$ cat src/rtl/serial_add_pkg.sv
// Shared encodings for the digit-serial add/sub/logic unit.
// Ops and FSM states used by serial_add_ctrl and digit_add2.
package serial_add_pkg;

    typedef enum logic [1:0] {
        OP_ADD = 2'b00,
        OP_SUB = 2'b01,
        OP_AND = 2'b10,
        OP_XOR = 2'b11
    } op_e;

    typedef enum logic [1:0] {
        IDLE = 2'b00,
        RUN  = 2'b01,
        DONE = 2'b10
    } state_e;

    localparam int DIGIT_W = 2;

    function automatic logic is_arith(input op_e o);
        return (o == OP_ADD) || (o == OP_SUB);
    endfunction

endpackage

$ cat src/rtl/digit_add2.sv
// Combinational 2-bit slice: add, subtract (B inverted), AND or XOR.
// Carry-out is forced to 0 for the logic ops.
module digit_add2
    import serial_add_pkg::*;
(
    input  logic [1:0] a,
    input  logic [1:0] b,
    input  logic       ci,
    input  op_e        op,
    output logic [1:0] s,
    output logic       co
);

    logic [1:0] b_eff;
    logic [2:0] sum;

    always_comb begin
        b_eff = (op == OP_SUB) ? ~b : b;
        sum   = {1'b0, a} + {1'b0, b_eff} + {2'b00, ci};
        s     = sum[1:0];
        co    = 1'b0;
        case (op)
            OP_ADD, OP_SUB: co = sum[2];
            OP_AND:         s  = a & b;
            OP_XOR:         s  = a ^ b;
            default:        co = 1'b0;
        endcase
    end

endmodule

$ cat src/rtl/serial_add_ctrl.sv
// Digit-serial ALU controller: one 2-bit digit per cycle, LSB first, done pulse at the end.
// Optional signed-overflow output enabled by defining SERIAL_ADD_OVF_EN.
module serial_add_ctrl
    import serial_add_pkg::*;
#(
    parameter int WIDTH = 8
) (
    input  logic             clk,
    input  logic             rst_n,
    input  logic             start,
    input  logic [1:0]       op,
    input  logic [WIDTH-1:0] A,
    input  logic [WIDTH-1:0] B,
    input  logic             Cin,
    output logic             busy,
    output logic             done,
    output logic [WIDTH-1:0] S,
    output logic             C
`ifdef SERIAL_ADD_OVF_EN
    ,
    output logic             ovf
`endif
);

    localparam int N     = WIDTH / DIGIT_W;
    localparam int IDX_W = (N > 1) ? $clog2(N) : 1;

    state_e           state_q, state_d;
    op_e              op_q, op_d;
    logic [WIDTH-1:0] a_q, a_d, b_q, b_d, s_q, s_d;
    logic             cy_q, cy_d, c_q, c_d;
    logic [IDX_W-1:0] idx_q, idx_d;

    logic [1:0] dig_a, dig_b, dig_s;
    logic       dig_co, last_dig;

`ifdef SERIAL_ADD_OVF_EN
    logic       ovf_q, ovf_d;
    logic [1:0] b_eff;
    logic       msb_ci;
`endif

    assign dig_a    = a_q[DIGIT_W*idx_q +: 2];
    assign dig_b    = b_q[DIGIT_W*idx_q +: 2];
    assign last_dig = (idx_q == IDX_W'(N - 1));

    digit_add2 u_digit (
        .a  (dig_a),
        .b  (dig_b),
        .ci (cy_q),
        .op (op_q),
        .s  (dig_s),
        .co (dig_co)
    );

`ifdef SERIAL_ADD_OVF_EN
    // Carry into the MSB is recovered from the sum bit: s1 = a1 ^ b1' ^ c1.
    assign b_eff  = (op_q == OP_SUB) ? ~dig_b : dig_b;
    assign msb_ci = dig_s[1] ^ dig_a[1] ^ b_eff[1];
`endif

    function automatic logic init_carry(input op_e o, input logic cin);
        case (o)
            OP_ADD:  return cin;
            OP_SUB:  return 1'b1;
            default: return 1'b0;
        endcase
    endfunction

    always_comb begin
        state_d = state_q;
        op_d    = op_q;
        a_d     = a_q;
        b_d     = b_q;
        s_d     = s_q;
        cy_d    = cy_q;
        c_d     = c_q;
        idx_d   = idx_q;
`ifdef SERIAL_ADD_OVF_EN
        ovf_d   = ovf_q;
`endif
        case (state_q)
            IDLE: begin
                if (start) begin
                    state_d = RUN;
                    op_d    = op_e'(op);
                    a_d     = A;
                    b_d     = B;
                    cy_d    = init_carry(op_e'(op), Cin);
                    idx_d   = '0;
                    s_d     = '0;
                    c_d     = 1'b0;
`ifdef SERIAL_ADD_OVF_EN
                    ovf_d   = 1'b0;
`endif
                end
            end
            RUN: begin
                s_d[DIGIT_W*idx_q +: 2] = dig_s;
                cy_d  = dig_co;
                idx_d = idx_q + IDX_W'(1);
                if (last_dig) begin
                    state_d = DONE;
                    idx_d   = '0;
                    c_d     = is_arith(op_q) ? dig_co : 1'b0;
`ifdef SERIAL_ADD_OVF_EN
                    ovf_d   = is_arith(op_q) ? (msb_ci ^ dig_co) : 1'b0;
`endif
                end
            end
            DONE:    state_d = IDLE;
            default: state_d = IDLE;
        endcase
    end

    always_ff @(posedge clk or negedge rst_n) begin
        if (!rst_n) begin
            state_q <= IDLE;
            op_q    <= OP_ADD;
            a_q     <= '0;
            b_q     <= '0;
            s_q     <= '0;
            cy_q    <= 1'b0;
            c_q     <= 1'b0;
            idx_q   <= '0;
`ifdef SERIAL_ADD_OVF_EN
            ovf_q   <= 1'b0;
`endif
        end else begin
            state_q <= state_d;
            op_q    <= op_d;
            a_q     <= a_d;
            b_q     <= b_d;
            s_q     <= s_d;
            cy_q    <= cy_d;
            c_q     <= c_d;
            idx_q   <= idx_d;
`ifdef SERIAL_ADD_OVF_EN
            ovf_q   <= ovf_d;
`endif
        end
    end

    assign busy = (state_q == RUN);
    assign done = (state_q == DONE);
    assign S    = s_q;
    assign C    = c_q;
`ifdef SERIAL_ADD_OVF_EN
    assign ovf  = ovf_q;
`endif

endmodule

$ cat config.mk
export PLATFORM = sky130hd
export DESIGN_NAME = serial_add_ctrl
export DESIGN_NICKNAME = d
export VERILOG_FILES = /design/src/rtl/serial_add_pkg.sv /design/src/rtl/digit_add2.sv /design/src/rtl/serial_add_ctrl.sv
export SDC_FILE = /design/constraint.sdc
export NUM_CORES = 1
export LEC_CHECK = 0
export CAP_MARGIN = 20
export CORE_ASPECT_RATIO = 1.1
export CORE_MARGIN = 3
export CORE_UTILIZATION = 50
export CTS_CLUSTER_DIAMETER = 120
export CTS_CLUSTER_SIZE = 8
export DETAILED_ROUTE_END_ITERATION = 8
export PLACE_DENSITY = 0.84
export SLEW_MARGIN = 5
export SYNTH_ARGS = -nofsm -noshare
export SYNTH_HDL_FRONTEND = slang
export SYNTH_SLANG_ARGS = --single-unit
export TNS_END_PERCENT = 1
$ cat constraint.sdc
create_clock -name clk -period 3.6 [get_ports clk]
set_clock_uncertainty 0.2 [all_clocks]
set_input_delay 0.36 -clock clk [delete_from_list [all_inputs] [get_ports clk]]
set_output_delay 0.36 -clock clk [all_outputs]
set_load 0.01 [all_outputs]
==> results.md, run 1 <==
- Outcome: finished clean
- Worst setup margin: 0.664 ns
- Cell Chain, Critical Path: mux4_2 -> xnor2_1 -> fa_1 -> inv_1 -> fa_1 -> or2_2 -> and2_1 -> a32o_1
- Final core utilization: 70.2%
- Final wirelength: 2990 um
- LEAKAGE: 0.884 nW
- Worst reg-to-reg setup slack: 0.66 ns
- Layout cells sized above 1: 23.6%
- Die Footprint: 0.00392 mm2
- Most used cell, CP: fa_1
- Vias per cell: 5.68
- Post-Synthesis Net Count: 148
- GRT Residual Overflow: 0
- Synth top area share: 50.0%
- Worst-skew pair later-pin latency: 0.35 ns
- Worst slew margin: 72.5%
- Rows: 20
- Vias in the first global route: 1,122
- Syn. warnings: 0
- Total Power: 0.00190 W
- I/O pin count: 33
- Number of remaining DRC errors: 0
- Largest net degree at the start of global routing: 33
- CTS buffer count: 5
- CP max-delay cell: mux4_2
- Buf/Inv on CP: 1
- Register Area: 801 um2
- Clock transition at path regs: 0.11 ns
- DR vias: 1,079
- Synth area leaders: dfrtp_1 50%, mux2_2 13%, mux4_2 5.6%
- Fill count: 227
- CTS sink cnt: 32
- Worst Path Required: 3.65 ns
- Initial antenna violation count: 0
- Worst slew pin tran: 0.409 ns
- Min-delay worst type: in -> async
- Max VDD drop: 0.507 mV
- Largest delay share family, worst path: adder cells
- Crit path max fanout: 4
- Gate Count Post-Synth: 118
- Detail Route Antenna Nets: 0
- Post-CTS sizing: 0
- Most frequent cells in the layout: 32 x dfrtp_1, 32 x clkdlybuf4s50_1, 18 x mux2_2
- DR pass1 iterations: 4
- Pre-CTS WS: 0.652 ns
- Fin crit share: 81.6%
- Max Clock Freq: 0.341 GHz
- Register bit total from synthesis: 32
- Post-DP HPWL: 2270 um
- Clk root buf: clkbuf_4
- CP max stage delay: 0.53 ns
- Final setup TNS: 0 ns
- Setup Fix Bufs, Post-CTS: 0
- Hold buffer count at CTS: 0
- Pwr per Cell Area: 932 mW/mm2
- GP Congestion: 0.833
- Cell Area, Synth: 0.00160 mm2
- H-tree levels: 2
- Final worst path period need: 2.94 ns
- NumNets Final: 186
- Critical Path Start Type: flip-flop
- Diode count: 0
- RSZ-0062 raised after global routing: false
- Starting Density: 55.1%
- Core box area: 0.00290 mm2
- First-pass GRT wire length: 5140 um
- Average size of a mapped cell: 13.6 um2
- Avg WL per Cell: 15.8 um
- Reg-to-Reg End: S[1]
- Longest Clk Path Bufs: 2
- Final Max Tran Viols: 0
- Endpoints failing hold: 0
- R2r startpoint: idx_q[0]
- Synth area leader: dfrtp_1
- Die Width: 59.9 um
- Die Y: 65.3 um
- Iter 0 DRT Violations: 21
- Crit. End Element: flip-flop
- Post-synth cell types: 32
- Setup CP Type: reg -> reg
- Maximum capacitance violations: 0
- Final setup viols: 0
- CP arrival: 2.98 ns
- Port Buffer Count: 32
- Area growth syn-to-layout: 27.4%
- Cells on worst reg2reg path: 8
- Register area share after synthesis: 50.0%
- Gr usage total: 18.4%
- CTS tree: built
- Multi-input logic area: 732 um2
-- cells by family after synthesis --
logic type	count (synthesis)	synth area share, %
flip-flops	32	50.0
multiplexers	25	20.2
AND/OR/NAND/NOR	22	8.68
AO/OA/AOI/OAI	18	8.60
buffers and inverters	11	4.22
adder cells (fa/ha/maj)	8	7.19
XOR/XNOR	2	1.09
-- metal layers --
metal / vias up / wire length [um] / global-route usage, %
met5: - / 0 / 0
met4: 0 / 48 / 8.31
met3: 5 / 227 / 8.06
met2: 37 / 1500 / 29.6
met1: 530 / 1220 / 20.6
li1: 507 / - / -
-- how the worst max path moves through the flow --
| stage | depth (start not counted) | end | slack, ns | start |
|---|---|---|---|---|
| floorplan | 9 | S[1] | 0.59 | idx_q[0] |
| global placement | 8 | S[1] | 0.73 | idx_q[0] |
| detailed placement | 8 | S[1] | 0.65 | idx_q[0] |
| CTS | 8 | S[1] | 0.65 | idx_q[0] |
| global route | 8 | S[1] | 0.54 | idx_q[0] |
| finish | 8 | S[1] | 0.66 | idx_q[0] |
-- through the flow --
| stage | hold WS, ns | instances | cell area, um2 |
|---|---|---|---|
| floorplan | -0.136 | 118 | 1600 |
| global placement | 0.283 | 182 | 1940 |
| detailed placement | 0.290 | 182 | 1940 |
| CTS | 0.202 | 190 | 2040 |
| global route | 0.220 | 190 | 2040 |
| finish | 0.196 | 190 | 2040 |
-- layout make-up --
| type | instances | share of cell area, % |
|---|---|---|
| inverter | 7 | 1.29 |
| sequential | 32 | 39.3 |
| clock buffer | 7 | 3.19 |
| timing repair buffer | 35 | 16.8 |
| tap | 33 | 2.03 |
| clock inverter | 1 | 1.47 |
| multi-input combinational | 75 | 35.9 |
-- cells in the mapped netlist --
library cell / n
o211ai_1: 1
o21bai_1: 1
or2_2: 1
and3_1: 1
or3_1: 1
and4_1: 1
nor3b_1: 2
and2_1: 2
xnor2_1: 1
a21oi_1: 5
ha_1: 6
nand2_1: 5
xor2_1: 1
nor2_1: 2
inv_2: 1
fa_1: 2
nor3b_4: 1
nor2b_1: 3
dfrtp_1: 32
o21ai_0: 1
mux2i_1: 3
nor4_1: 1
mux2_2: 18
buf_4: 1
nand2b_2: 1
o31ai_1: 1
a32o_1: 5
inv_1: 6
a22o_1: 4
buf_6: 3
nand3_1: 1
mux4_2: 4
-- report_power, final --
part / total, W / switching [W] / internal, W / leakage [nW]
clock: 0.000311 / 0.000126 / 0.000184 / 0.0515
sequential: 0.000618 / 0.000105 / 0.000513 / 0.399
combinational: 0.000971 / 0.000472 / 0.000499 / 0.433
total: 0.00190 / 0.000703 / 0.00120 / 0.884
-- flip-flops by register name (all words and copies together) (netlist names) --
| signal | flops |
|---|---|
| C | 1 |
| b_q | 8 |
| op_q | 2 |
| S | 8 |
| cy_q | 1 |
| idx_q | 2 |
| a_q | 8 |
| state_q | 2 |
Note: power is estimated with default switching activity, not from simulation.
==> run 2: changes to the inputs <==
--- a/config.mk
+++ b/config.mk
@@ -8,11 +8,11 @@
 export CAP_MARGIN = 20
 export CORE_ASPECT_RATIO = 1.1
 export CORE_MARGIN = 3
-export CORE_UTILIZATION = 50
+export CORE_UTILIZATION = 45
 export CTS_CLUSTER_DIAMETER = 120
 export CTS_CLUSTER_SIZE = 8
 export DETAILED_ROUTE_END_ITERATION = 8
-export PLACE_DENSITY = 0.84
+export PLACE_DENSITY = 0.8
 export SLEW_MARGIN = 5
 export SYNTH_ARGS = -nofsm -noshare
 export SYNTH_HDL_FRONTEND = slang
==> constraint.sdc (replaced) <==
create_clock -name clk -period 2.7 [get_ports clk]
set_clock_uncertainty 0.2 [all_clocks]
set_input_delay 0.27 -clock clk [delete_from_list [all_inputs] [get_ports clk]]
set_output_delay 0.27 -clock clk [all_outputs]
set_load 0.01 [all_outputs]
==> results.md, run 2 (synthesis gave the netlist of run 1 again) <==
- Outcome: complete, but fails checks (was finished clean)
- Failing checks: negative setup slack
- Number of remaining DRC errors: 0 (unchanged)
- Iter 0 DRT Violations: 48 (was 21)
- Vias per cell: 5.20 (was 5.68)
- Fin crit share: 104% (was 81.6%)
- Final setup viols: 3 (was 0)
- Starting Density: 47.3% (was 55.1%)
- DR pass1 iterations: 4 (unchanged)
- Comb pwr share: 59.0% (was 51.1%)
- Die Footprint: 0.00431 mm2 (was 0.00392 mm2)
- Crit. End Element: flip-flop (unchanged)
- Die Y: 68.5 um (was 65.3 um)
- Clock transition at path regs: 0.09 ns (was 0.11 ns)
- Crit path max fanout: 4 (unchanged)
- Cells on worst reg2reg path: 8 (unchanged)
- Worst-skew pair later-pin latency: 0.33 ns (was 0.35 ns)
- Vias in the first global route: 1,154 (was 1,122)
- Switching portion of total power: 37.7% (was 37.0%)
- Core box area: 0.00339 mm2 (was 0.00290 mm2)
- Largest net degree at the start of global routing: 33 (unchanged)
- Maximum capacitance violations: 0 (unchanged)
- Rows: 22 (was 20)
- Hold buffer count at CTS: 0 (unchanged)
- Total Power: 0.00257 W (was 0.00190 W)
- First-pass GRT wire length: 5160 um (was 5140 um)
- Endpoints failing hold: 0 (unchanged)
- Port Buffer Count: 32 (unchanged)
- Worst slew margin: 70.8% (was 72.5%)
- NumNets Final: 195 (was 186)
- Gr usage total: 15.9% (was 18.4%)
- Critical Path Start Type: flip-flop (unchanged)
- Final core utilization: 61.9% (was 70.2%)
- Max VDD drop: 0.665 mV (was 0.507 mV)
- Clock power share: 9.6% (was 16.4%)
- GP Congestion: 0.805 (was 0.833)
- Final wirelength: 3050 um (was 2990 um)
- CTS sink cnt: 32 (unchanged)
- Pwr per Cell Area: 1230 mW/mm2 (was 932 mW/mm2)
- CTS tree: built (unchanged)
- I/O pin count: 33 (unchanged)
- Clk root buf: clkbuf_4 (unchanged)
- Placed cells: 200 (was 182)
- Setup CP Type: reg -> reg (unchanged)
- Avg WL per Cell: 14.3 um (was 15.8 um)
- NetSw: 0.000968 W (was 0.000703 W)
- LEAKAGE: 0.912 nW (was 0.884 nW)
- CTS buffer count: 5 (unchanged)
- Longest Clk Path Bufs: 2 (unchanged)
- Min-delay worst type: in -> async (unchanged)
- Diode count: 0 (unchanged)
- Post-Layout Cell Count: 213 (was 190)
- Final worst path period need: 2.82 ns (was 2.94 ns)
- Post-DP Area: 0.00200 mm2 (was 0.00194 mm2)
- Internal Power: 0.00160 W (was 0.00120 W)
- Detail Route Antenna Nets: 0 (unchanged)
- Die Width: 62.9 um (was 59.9 um)
- Worst slew pin tran: 0.433 ns (was 0.409 ns)
- Final setup TNS: -0.146 ns (was 0 ns)
- CP arrival: 2.84 ns (was 2.98 ns)
- Max Clock Freq: 0.354 GHz (was 0.341 GHz)
- DR vias: 1,108 (was 1,079)
- Fill count: 265 (was 227)
- Post-route cell area: 0.00209 mm2 (was 0.00204 mm2)
- RSZ-0062 raised after global routing: true (was false)
- Worst Path Required: 2.72 ns (was 3.65 ns)
- GRT Residual Overflow: 0 (unchanged)
- Sequential share of power: 31.3% (was 32.5%)
- Worst setup margin: -0.121 ns (was 0.664 ns)
- Most frequent cells in the layout: 32 x dfrtp_1, 32 x clkdlybuf4s50_1, 18 x mux2_2 (unchanged)
- Initial antenna violation count: 0 (unchanged)
- Post-DP HPWL: 2260 um (was 2270 um)
- H-tree levels: 2 (unchanged)
- Area growth syn-to-layout: 30.9% (was 27.4%)
- Final Max Tran Viols: 0 (unchanged)
- Layout cells sized above 1: 29.1% (was 23.6%)
## run 2: changes by cell type in the layout (fill, tap and decap cells not counted), sizes merged
cell and change:
buf +9, bufinv -1, clkbuf -1, clkinv +1
## run 2: critical path: stages, from the launching register on
cell and delay [ns]:
dfrtp_1 0.39, mux4_2 0.55, xnor2_2 0.17, fa_2 0.35, inv_2 0.07, fa_1 0.37, or2_4 0.25, and2_4 0.14
a32o_1 0.22
## run 2: repair_timing
item	in CTS	in global routing
pin swaps	4	0
gates resized for setup	1	1
endpoints found under the setup margin	4	4
buffers inserted	1	5
## run 2: power by group through the flow
stage          Clock [W]  Combinational (W)  Sequential [W]
2_1_floorplan          0            0.00104        0.000816
6_report        0.000248            0.00152        0.000805
3_3_place_gp           0            0.00134        0.000808
5_1_grt         0.000282            0.00168        0.000833
4_1_cts         0.000259            0.00143        0.000807
3_5_place_dp           0            0.00140        0.000817
## run 2: metrics by stage
step,setup slack [ns],hold WS (ns)
2_1_floorplan,-0.211,-0.226
3_3_place_gp,-0.0827,0.278
3_5_place_dp,-0.154,0.292
4_1_cts,-0.129,0.132
5_1_grt,-0.213,0.170
6_report,-0.121,0.132
## run 2: worst paths after layout
kind | slack (ns) | endpoint | startpoint
max in group asynchronous | 1.89 | a_q[1] | rst_n
min in group clk | 0.30 | S[5] | S[5]
worst max register to register | -0.12 | S[1] | idx_q[0]
worst min register to register | 0.30 | S[5] | S[5]
worst max-delay path | -0.12 | S[1] | idx_q[0]
worst min-delay path | 0.13 | op_q[1] | rst_n
## run 2: area by class of cell
cell class              count  area (um2)  share of cell area (%)
inverters                   7        26.3                    1.25
clock inverters             1        5.00                   0.239
clock buffers               6        41.3                    1.97
flip-flops and latches     32         801                    38.2
well taps                  48        60.1                    2.87
multi-input cells          75         747                    35.7
repair buffers             44         414                    19.8
## run 2: layer usage
metal  routed length, um  vias up  global-route usage, %  part of all wire (%)
met1                1250      536                   17.5                    41
li1                    -      526                      -                     -
met4                  38        0                   7.99                   1.2
met5                   0        -                      0                     0
met3                 209        4                   5.35                   6.8
met2                1550       42                   28.1                    51
==> run 3: changes to the inputs <==
--- a/config.mk
+++ b/config.mk
@@ -9,6 +9,7 @@
 export CORE_ASPECT_RATIO = 1.1
 export CORE_MARGIN = 3
 export CORE_UTILIZATION = 45
+export CTS_BUF_LIST = sky130_fd_sc_hd__clkbuf_16
 export CTS_CLUSTER_DIAMETER = 120
 export CTS_CLUSTER_SIZE = 8
 export DETAILED_ROUTE_END_ITERATION = 8
==> results.md, run 3 (synthesis gave the netlist of run 1 again) <==
- RSZ-0062 raised after global routing: true (unchanged)
- First-pass GRT wire length: 5230 um (was 5160 um)
- NumNets Final: 194 (was 195)
- Worst setup margin: -0.110 ns (was -0.121 ns)
- Crit path max fanout: 4 (unchanged)
- CTS buffer count: 5 (unchanged)
- Layout cells sized above 1: 28.7% (was 29.1%)
- Port Buffer Count: 32 (unchanged)
- Iter 0 DRT Violations: 36 (was 48)
- Clock transition at path regs: 0.05 ns (was 0.09 ns)
- Endpoints failing hold: 0 (unchanged)
- Critical Path Source: idx_q[0] (unchanged)
- I/O pin count: 33 (unchanged)
- Post-route cell area: 0.00217 mm2 (was 0.00209 mm2)
- H-tree levels: 2 (unchanged)
- Core box area: 0.00339 mm2 (unchanged)
- Number of remaining DRC errors: 0 (unchanged)
- DR pass1 iterations: 4 (unchanged)
- Worst reg-to-reg setup slack: -0.11 ns (was -0.12 ns)
- Maximum capacitance violations: 0 (unchanged)
- CTS tree: built (unchanged)
- Initial antenna violation count: 0 (unchanged)
- Final wirelength: 3060 um (was 3050 um)
- R2r startpoint: idx_q[0] (unchanged)
- CP arrival: 2.77 ns (was 2.84 ns)
- Critical Path Start Type: flip-flop (unchanged)
- Gr usage total: 16.3% (was 15.9%)
- Post-DP Area: 0.00200 mm2 (unchanged)
- Largest net degree at the start of global routing: 33 (unchanged)
- Worst Path Required: 2.66 ns (was 2.72 ns)
- Diode count: 0 (unchanged)
- Die Y: 68.5 um (unchanged)
- Final setup viols: 2 (was 3)
- Die Footprint: 0.00431 mm2 (unchanged)
- Pwr per Cell Area: 1290 mW/mm2 (was 1230 mW/mm2)
- Failing checks: negative setup slack (unchanged)
- Rows: 22 (unchanged)
- Pre-CTS WS: -0.154 ns (unchanged)
- Max VDD drop: 0.661 mV (was 0.665 mV)
- Longest Clk Path Bufs: 2 (unchanged)
- Clk root buf: clkbuf_16 (was clkbuf_4)
- Avg WL per Cell: 14.4 um (was 14.3 um)
- Worst-skew pair later-pin latency: 0.27 ns (was 0.33 ns)
- CTS sink cnt: 32 (unchanged)
- Detail Route Antenna Nets: 0 (unchanged)
- Fin crit share: 104% (about the same)
- LEAKAGE: 0.949 nW (was 0.912 nW)
- Worst slew pin tran: 0.425 ns (was 0.433 ns)
- Max Clock Freq: 0.356 GHz (was 0.354 GHz)
- Final worst path period need: 2.81 ns (was 2.82 ns)
- Starting Density: 47.3% (unchanged)
- Final Max Tran Viols: 0 (unchanged)
- Die Width: 62.9 um (unchanged)
- Reg-to-Reg End: S[1] (unchanged)
- GRT Residual Overflow: 0 (unchanged)
- Vias in the first global route: 1,154 (unchanged)
- Worst slew margin: 71.4% (was 70.8%)
- Outcome: complete, but fails checks (unchanged)
- Setup crit end: S[1] (unchanged)
- Cells on worst reg2reg path: 8 (unchanged)
- Setup CP Type: reg -> reg (unchanged)
- DR vias: 1,102 (was 1,108)
- Area growth syn-to-layout: 35.9% (was 30.9%)
- GP Congestion: 0.805 (unchanged)
- Most frequent cells in the layout: 32 x dfrtp_1, 32 x clkdlybuf4s50_1, 18 x mux2_2 (unchanged)
- Crit. End Element: flip-flop (unchanged)
- Vias per cell: 5.20 (about the same)
- Min-delay worst type: in -> async (unchanged)
- Post-DP HPWL: 2260 um (unchanged)
[run 3: area by class of cell]
cell class                      count  area (um2)
Timing Repair Buffer               43         407
Fill cell                         253        1210
Sequential cell                    32         801
Clock inverter                      2        8.76
Inverter                            7        26.3
Multi-Input combinational cell     75         747
Tap cell                           48        60.1
Clock buffer                        5         125
[run 3: report_power, final]
part	switching, W	internal (W)	leakage, nW
combinational	0.000692	0.000806	0.480
sequential	0.000120	0.000688	0.399
clock	0.000179	0.000329	0.0709
total	0.000991	0.00182	0.949
[run 3: through the flow]
step                      power, W  utilization, %  instances  setup TNS (ns)  hold WS [ns]
after global placement     0.00215            59.0        200         -0.0865         0.278
after floorplan            0.00185               -        118          -0.561        -0.226
after global routing       0.00305            64.2        212          -0.441         0.251
final                      0.00281            64.2        212          -0.117         0.196
after detailed placement   0.00222            59.0        200          -0.292         0.292
after CTS                  0.00276            63.3        208          -0.131         0.212
[run 3: routing by layer]
metal	GRT usage [%]	wire [um]	part of all wire [%]	vias to the layer above
met5	0	0	0	-
met4	7.99	63	2.1	0
met3	5.83	201	6.6	7
met2	28.2	1550	51	39
met1	18.0	1240	41	535
li1	-	-	-	521
[run 3: how the worst min path moves through the flow]
stage	from	to	slack, ns	cells past startpoint
4_1_cts	rst_n	S[1]	0.21	2
5_1_grt	rst_n	S[1]	0.25	2
6_report	rst_n	S[1]	0.20	2
3_3_place_gp	S[1]	S[1]	0.28	1
3_5_place_dp	S[5]	S[5]	0.29	1
2_1_floorplan	rst_n	C	-0.23	0
[run 3: timing repair]
action | CTS | global route
hold buffers | 0 | 0
pin swaps | 4 | 0
resized for setup | 1 | 1
setup endpoints to repair | 4 | 4
setup buffers | 1 | 4
[run 3: worst max-delay path: stages (launching register included)]
cell     delay (ns)
dfrtp_1        0.38
mux4_2         0.55
xnor2_2        0.17
fa_2           0.35
inv_2          0.07
fa_1           0.37
or2_4          0.25
and2_4         0.14
a32o_1         0.22
